===== src/rtl/alu_unit.sv =====
// Registered execute-stage ALU: decodes OPCODE, computes a 32-bit result and
// branch-condition flags from Rs-Rt, and forwards the destination tag and opcode.
module alu_unit (
  input  logic        clk,
  input  logic        rst,
  input  logic [4:0]  OPCODE,
  input  logic [31:0] Rd,
  input  logic [31:0] Rs,
  input  logic [31:0] Rsi,
  input  logic [31:0] Rt,
  output logic [6:0]  RdOut,
  output logic [6:0]  branchResult,
  output logic [4:0]  OpCode,
  output logic [31:0] AluResult
);

  localparam logic [4:0] OP_NOP  = 5'd0;
  localparam logic [4:0] OP_ADD  = 5'd1;
  localparam logic [4:0] OP_ADDI = 5'd2;
  localparam logic [4:0] OP_SUB  = 5'd3;
  localparam logic [4:0] OP_AND  = 5'd4;
  localparam logic [4:0] OP_OR   = 5'd5;
  localparam logic [4:0] OP_XOR  = 5'd6;
  localparam logic [4:0] OP_SLL  = 5'd7;
  localparam logic [4:0] OP_SRL  = 5'd8;
  localparam logic [4:0] OP_SRA  = 5'd9;
  localparam logic [4:0] OP_SLT  = 5'd10;
  localparam logic [4:0] OP_MUL  = 5'd11;
  localparam logic [4:0] OP_BEQ  = 5'd12;
  localparam logic [4:0] OP_BNE  = 5'd13;
  localparam logic [4:0] OP_BLT  = 5'd14;
  localparam logic [4:0] OP_MOV  = 5'd15;

  logic [31:0] alu_result_d, alu_result_q;
  logic [6:0]  branch_result_d, branch_result_q;
  logic [6:0]  rd_out_d, rd_out_q;
  logic [4:0]  op_code_d, op_code_q;

  logic [32:0] diff_ext;
  logic [31:0] diff;
  logic        flag_zero, flag_neg, flag_borrow, flag_ovf, flag_eq, flag_lt, flag_taken;

  // Upper tag bits are architecturally ignored.
  logic unused_rd;
  assign unused_rd = ^Rd[31:7];

  always_comb begin
    diff_ext    = {1'b0, Rs} - {1'b0, Rt};
    diff        = diff_ext[31:0];
    flag_zero   = (diff == 32'd0);
    flag_neg    = diff[31];
    flag_borrow = diff_ext[32];
    flag_ovf    = (Rs[31] != Rt[31]) && (diff[31] != Rs[31]);
    flag_eq     = (Rs == Rt);
    flag_lt     = ($signed(Rs) < $signed(Rt));
    flag_taken  = 1'b0;
    case (OPCODE)
      OP_BEQ:  flag_taken = flag_eq;
      OP_BNE:  flag_taken = !flag_eq;
      OP_BLT:  flag_taken = flag_lt;
      default: flag_taken = 1'b0;
    endcase
  end

  // Each arm touches only the operands it needs, so an unknown Rt cannot
  // leak into ADDI, MOV or NOP results.
  always_comb begin
    alu_result_d = 32'd0;
    case (OPCODE)
      OP_NOP:  alu_result_d = 32'd0;
      OP_ADD:  alu_result_d = Rs + Rt;
      OP_ADDI: alu_result_d = Rs + Rsi;
      OP_SUB:  alu_result_d = diff;
      OP_AND:  alu_result_d = Rs & Rt;
      OP_OR:   alu_result_d = Rs | Rt;
      OP_XOR:  alu_result_d = Rs ^ Rt;
      OP_SLL:  alu_result_d = Rs << Rt[4:0];
      OP_SRL:  alu_result_d = Rs >> Rt[4:0];
      OP_SRA:  alu_result_d = $signed(Rs) >>> Rt[4:0];
      OP_SLT:  alu_result_d = {31'd0, flag_lt};
      OP_MUL:  alu_result_d = Rs * Rt;
      OP_BEQ,
      OP_BNE,
      OP_BLT:  alu_result_d = diff;
      OP_MOV:  alu_result_d = Rsi;
      default: alu_result_d = 32'd0;
    endcase
    branch_result_d = {flag_taken, flag_lt, flag_eq, flag_ovf, flag_borrow, flag_neg, flag_zero};
    rd_out_d        = Rd[6:0];
    op_code_d       = OPCODE;
  end

  // No handshake: a new operation is captured on every rising edge.
  always_ff @(posedge clk or posedge rst) begin
    if (rst) begin
      alu_result_q    <= 32'd0;
      branch_result_q <= 7'd0;
      rd_out_q        <= 7'd0;
      op_code_q       <= 5'd0;
    end else begin
      alu_result_q    <= alu_result_d;
      branch_result_q <= branch_result_d;
      rd_out_q        <= rd_out_d;
      op_code_q       <= op_code_d;
    end
  end

  assign AluResult    = alu_result_q;
  assign branchResult = branch_result_q;
  assign RdOut        = rd_out_q;
  assign OpCode       = op_code_q;

endmodule


===== config.mk =====
export PLATFORM = sky130hd
export DESIGN_NAME = alu_unit
export DESIGN_NICKNAME = d
export VERILOG_FILES = /design/src/rtl/alu_unit.sv
export SDC_FILE = /design/constraint.sdc
export NUM_CORES = 2
export LEC_CHECK = 0
export BUFFER_PORTS_ARGS = -buffer_cell sky130_fd_sc_hd__buf_4
export CAP_MARGIN = 20
export CORE_UTILIZATION = 58
export DETAILED_ROUTE_END_ITERATION = 10
export GPL_TIMING_DRIVEN = 0
export HOLD_SLACK_MARGIN = 0.03
export PLACE_DENSITY = 0.85
export SYNTH_ARGS = -nofsm -noshare
export SYNTH_HDL_FRONTEND = slang
export SYNTH_SLANG_ARGS = --single-unit

===== constraint.sdc =====
create_clock -name clk -period 1.5 [get_ports clk]
set_input_delay 0.075 -clock clk [delete_from_list [all_inputs] [get_ports clk]]
set_output_delay 0.075 -clock clk [all_outputs]
set_load 0.02 [all_outputs]

==> run_results.csv, run 1 <==
group,metric,value,unit
placed_design,port-buffer-count,160,
yosys,synth_fa_ha_area_share,44.1,%
outcome,lastStage,"global routing (5_1_grt)",
yosys,synth.most_common_cell,"inv_1",
yosys,ys_seq_elements,51,
yosys,yosys-top-cells-count,"487 x inv_1, 451 x nor2_1, 410 x fa_1",
yosys,yosys.area.top_type_share,31.9,%
yosys,yosys.area.top_type,"fa_1",
clocking,cts.sinks,51,
yosys,ys.flop_type,"dfrtp_1",
yosys,synth.net_count,3971,
clocking,cts_root_buffer,"clkbuf_16",
yosys,async_flop_share,100,%
placed_design,dp_hpwl,104000,um
yosys,muxShareOfSynthArea,6.63,%
yosys,synthXorXnorAreaFrac,4.66,%
global_routing,grt_start_max_net_pins,45,
yosys,synthCells,3175,
floorplanning,ioPinCount,186,
floorplanning,fp.dieW,213,um
floorplanning,start_util,59.2,%
global_routing,grtUsageTotal,75.5,%
global_routing,grt.overflow.total,209,
yosys,synth_edf_count,0,
floorplanning,rows,76,
outcome,status,"aborted with a tool error",
clocking,cts_buffers,5,
yosys,synth_top_family_by_area,"adder cells",
yosys,synth_area_leaders,"fa_1 32%, ha_1 12%, inv_1 7.1%",
placed_design,gp_congestion,1.20,
yosys,yosysSeqAreaShare,4.96,%
yosys,synth-compound-area-share,14.5,%
yosys,synth-simple-area-share,15.3,%
yosys,syn_area_per_cell,8.11,um^2
yosys,mappedNetlistArea,25700,um^2
yosys,yosysUniqueCellTypes,74,
outcome,tool.error,"[ERROR GRT-0232] Routing congestion too high. Check the congestion heatmap in the GUI.",
clocking,clk_path_buf_depth,2,
floorplanning,die_h,213,um
placed_design,pre_cts_ws,-7.43,ns
yosys,ys_warn_count,0,
clocking,htreeDepth,2,
==> kinds of logic after synthesis <==
logic type               Yosys count
buffers and inverters            676
AO/OA/AOI/OAI                    563
AND/OR/NAND/NOR                  943
flip-flops                        51
XOR/XNOR                         137
multiplexers                     144
adder cells (fa/ha/maj)          661
==> timing repair <==
action	CTS
cloned	1
endpoints found under the setup margin	39
buffers inserted	97
gates resized for setup	511
pin swaps	107
hold buffers	13
endpoints found under the hold margin	63
==> metal layers <==
layer	track usage (%)	GRT overflow
met4	66.8	72
met2	89.1	112
met1	78.5	13
met3	63.8	11
met5	33.1	1
==> stage by stage <==
step,setup TNS (ns),utilization [%],area [um^2],instances
after detailed placement,-202.01,65.7,28600,3924
after CTS,-140.61,74.1,32200,4039
after global placement,-219.28,65.6,28500,3920
after floorplan,-127.57,-,26600,3175
==> run 2: changes to the inputs <==
- CORE_UTILIZATION: 58 -> 40
- HOLD_SLACK_MARGIN: 0.03 -> default
- PLACE_DENSITY: 0.85 -> default
- PLACE_DENSITY_LB_ADDON: default -> 0.15
==> run_results.csv, run 2 <==
group,metric,value,unit
yosys,synthCells,3175,
yosys,syn_area_per_cell,8.11,um^2
yosys,ys.flop_type,"dfrtp_1",
yosys,yosysSeqAreaShare,4.96,%
final_layout,synthToLayoutAreaGrowth,32.1,%
floorplanning,rows,92,
routing,routed_wirelength,154000,um
routing,vias,27519,
placed_design,dpl.cell_count,4186,
timing,tightestPinTransition,1.19,ns
yosys,synth.most_common_cell,"inv_1",
final_layout,fin_cells,4379,
clocking,clk_path_buf_depth,2,
global_routing,grt_start_max_net_pins,40,
setup_path,critPathRequiredTime,1.67,ns
final_layout,postLayoutCoreUtil,53.7,%
placed_design,dpl_cell_area,28900,um^2
floorplanning,die_h,256,um
final_layout,multi_input_area,24500,um^2
final_layout,seqCellArea,1280,um^2
placed_design,pre_cts_ws,-7.86,ns
global_routing,grtUsageTotal,46.0,%
global_routing,grt.overflow.total,0,
yosys,synth.net_count,3971,
yosys,ys_seq_elements,51,
final_layout,fillCellCount,5789,
yosys,yosys.area.top_type_share,31.9,%
placed_design,gp_congestion,1.08,
timing,period_share,475,%
final_layout,final_nets,4321,
floorplanning,start_util,40.7,%
timing,rsz0062_at_grt,"true",
outcome,status,"finished, violations left",
floorplanning,ioPinCount,186,
clocking,tritoncts,"yes",
timing,slew_violations,0,
yosys,yosysUniqueCellTypes,74,
routing,ant_nets,0,
setup_path,cp-end-kind,"register",
placed_design,port-buffer-count,160,
setup_path,path_max_fanout,7,
yosys,synth_area_leaders,"fa_1 32%, ha_1 12%, inv_1 7.1%",
placed_design,dp_hpwl,122000,um
yosys,mappedNetlistArea,25700,um^2
clocking,path_clk_slew,0.07,ns
clocking,cts_root_buffer,"clkbuf_16",
routing,viasPerCell,6.28,
setup_path,crit_type,"input port to register",
clocking,htreeDepth,2,
timing,layout_min_cycle_time,7.13,ns
final_layout,layout_commonest_cell,"inv_1",
timing,max_slew_margin,20.1,%
setup_path,cpPeakStageDelay,0.56,ns
yosys,synth_edf_count,0,
setup_path,crit_top_cell,"fa_1",
final_layout,final_area,34000,um^2
floorplanning,fp.coreArea,63300,um^2
yosys,async_flop_share,100,%
global_routing,antenna_found_initial,11,
clocking,cts.sinks,51,
timing,postLayoutSetupSlackWorst,-5.63,ns
routing,drtPass1Iterations,7,
setup_path,critPathArrivalTime,7.30,ns
final_layout,largest_register_ffs,32,
yosys,yosys.area.top_type,"fa_1",
worst_hold_path,hold_class,"input port to register",
outcome,violations,"negative setup slack",
final_layout,mostFrequentLayoutCells,"445 x inv_1, 408 x nor2_1, 387 x fa_1, 306 x nand2_1, 285 x buf_4",
timing,setup_viol,39,
clocking,cts_buffers,5,
final_layout,layout-drive-gt1-share,25.8,%
setup_path,crit_slowest_cell,"fa_2",
global_routing,grt_pass1_wl,211000,um
floorplanning,fp.dieW,256,um
routing,wl_per_cell,35.1,um
routing,drcViolationCount,0,
yosys,ys_warn_count,0,
flow_run,drv_cap,0,
floorplanning,dieArea,65400,um^2
yosys,yosys-top-cells-count,"487 x inv_1, 451 x nor2_1, 410 x fa_1",
setup_path,cp-start-kind,"input port",
routing,drt_iter0_drc,3653,
timing,hold_viol_final,0,
timing,clock.fmax,140,MHz
global_routing,grt_pass1_vias,27584,
run 2: cell counts after synthesis:
Identical to the previous run, type by type.
run 2: timing repair:
action	CTS	global route
hold endpoints to repair	24	0
gates resized for setup	457	298
endpoints found under the setup margin	39	39
pin swaps	122	150
buffers inserted	85	85
gates cloned	1	1
hold buffers	13	0
run 2: worst max-delay path: cells and delay by family:
family | cells | cell delay [ns]
AOI/OAI and AO/OA | 3 | 0.80
and+or+nand+nor | 5 | 0.74
xor gates and xnor gates | 1 | 0.22
buffers and inverters | 13 | 1.23
adders and majority gates | 9 | 4.19
run 2: logic make-up after synthesis:
family                   count (synthesis)  synth area share [%]
AND/OR/NAND/NOR                        943                  15.3
buffers and inverters                  676                  9.91
adder cells (fa/ha/maj)                661                  44.1
AO/OA/AOI/OAI                          563                  14.5
multiplexers                           144                  6.63
XOR/XNOR                               137                  4.66
flip-flops                              51                  4.96
run 2: worst paths after layout:
check,cells past startpoint,startpoint,end,slack (ns)
worst max-delay path,31,Rt[2],AluResult[31],-5.63
worst min-delay path,4,Rsi[30],AluResult[30],0.20
max in group asynchronous,4,rst,AluResult[27],0.73
min in group asynchronous,3,rst,RdOut[5],0.27
run 2: routing by layer:
layer	global-route usage, %	share of wire, %	vias up
met1	59.9	38	13801
met3	17.1	14	549
met2	65.9	41	2122
met5	0.950	0.066	-
met4	24.7	7.5	12
li1	-	-	11035
run 2: through the flow:
step / hold WS (ns) / TNS (ns)
2_1_floorplan: 0.106 / -127.57
3_3_place_gp: 0.185 / -217.18
3_5_place_dp: 0.0445 / -204.46
4_1_cts: 0.177 / -145.58
5_1_grt: 0.184 / -148.46
6_report: 0.197 / -145.88
run 2: layout make-up:
| class | count | area share, % |
|---|---|---|
| well taps | 846 | 3.11 |
| inverters | 504 | 6.06 |
| clock inverters | 3 | 0.0773 |
| flip-flops and latches | 51 | 3.75 |
| repair buffers | 349 | 8.89 |
| diodes | 7 | 0.0515 |
| multi-input cells | 2448 | 72.0 |
| plain buffers | 166 | 5.70 |
| clock buffers | 5 | 0.368 |
Power of run 2 is not shown: default switching activity piles up to over one toggle a cycle in this logic, so the estimate is an artifact.
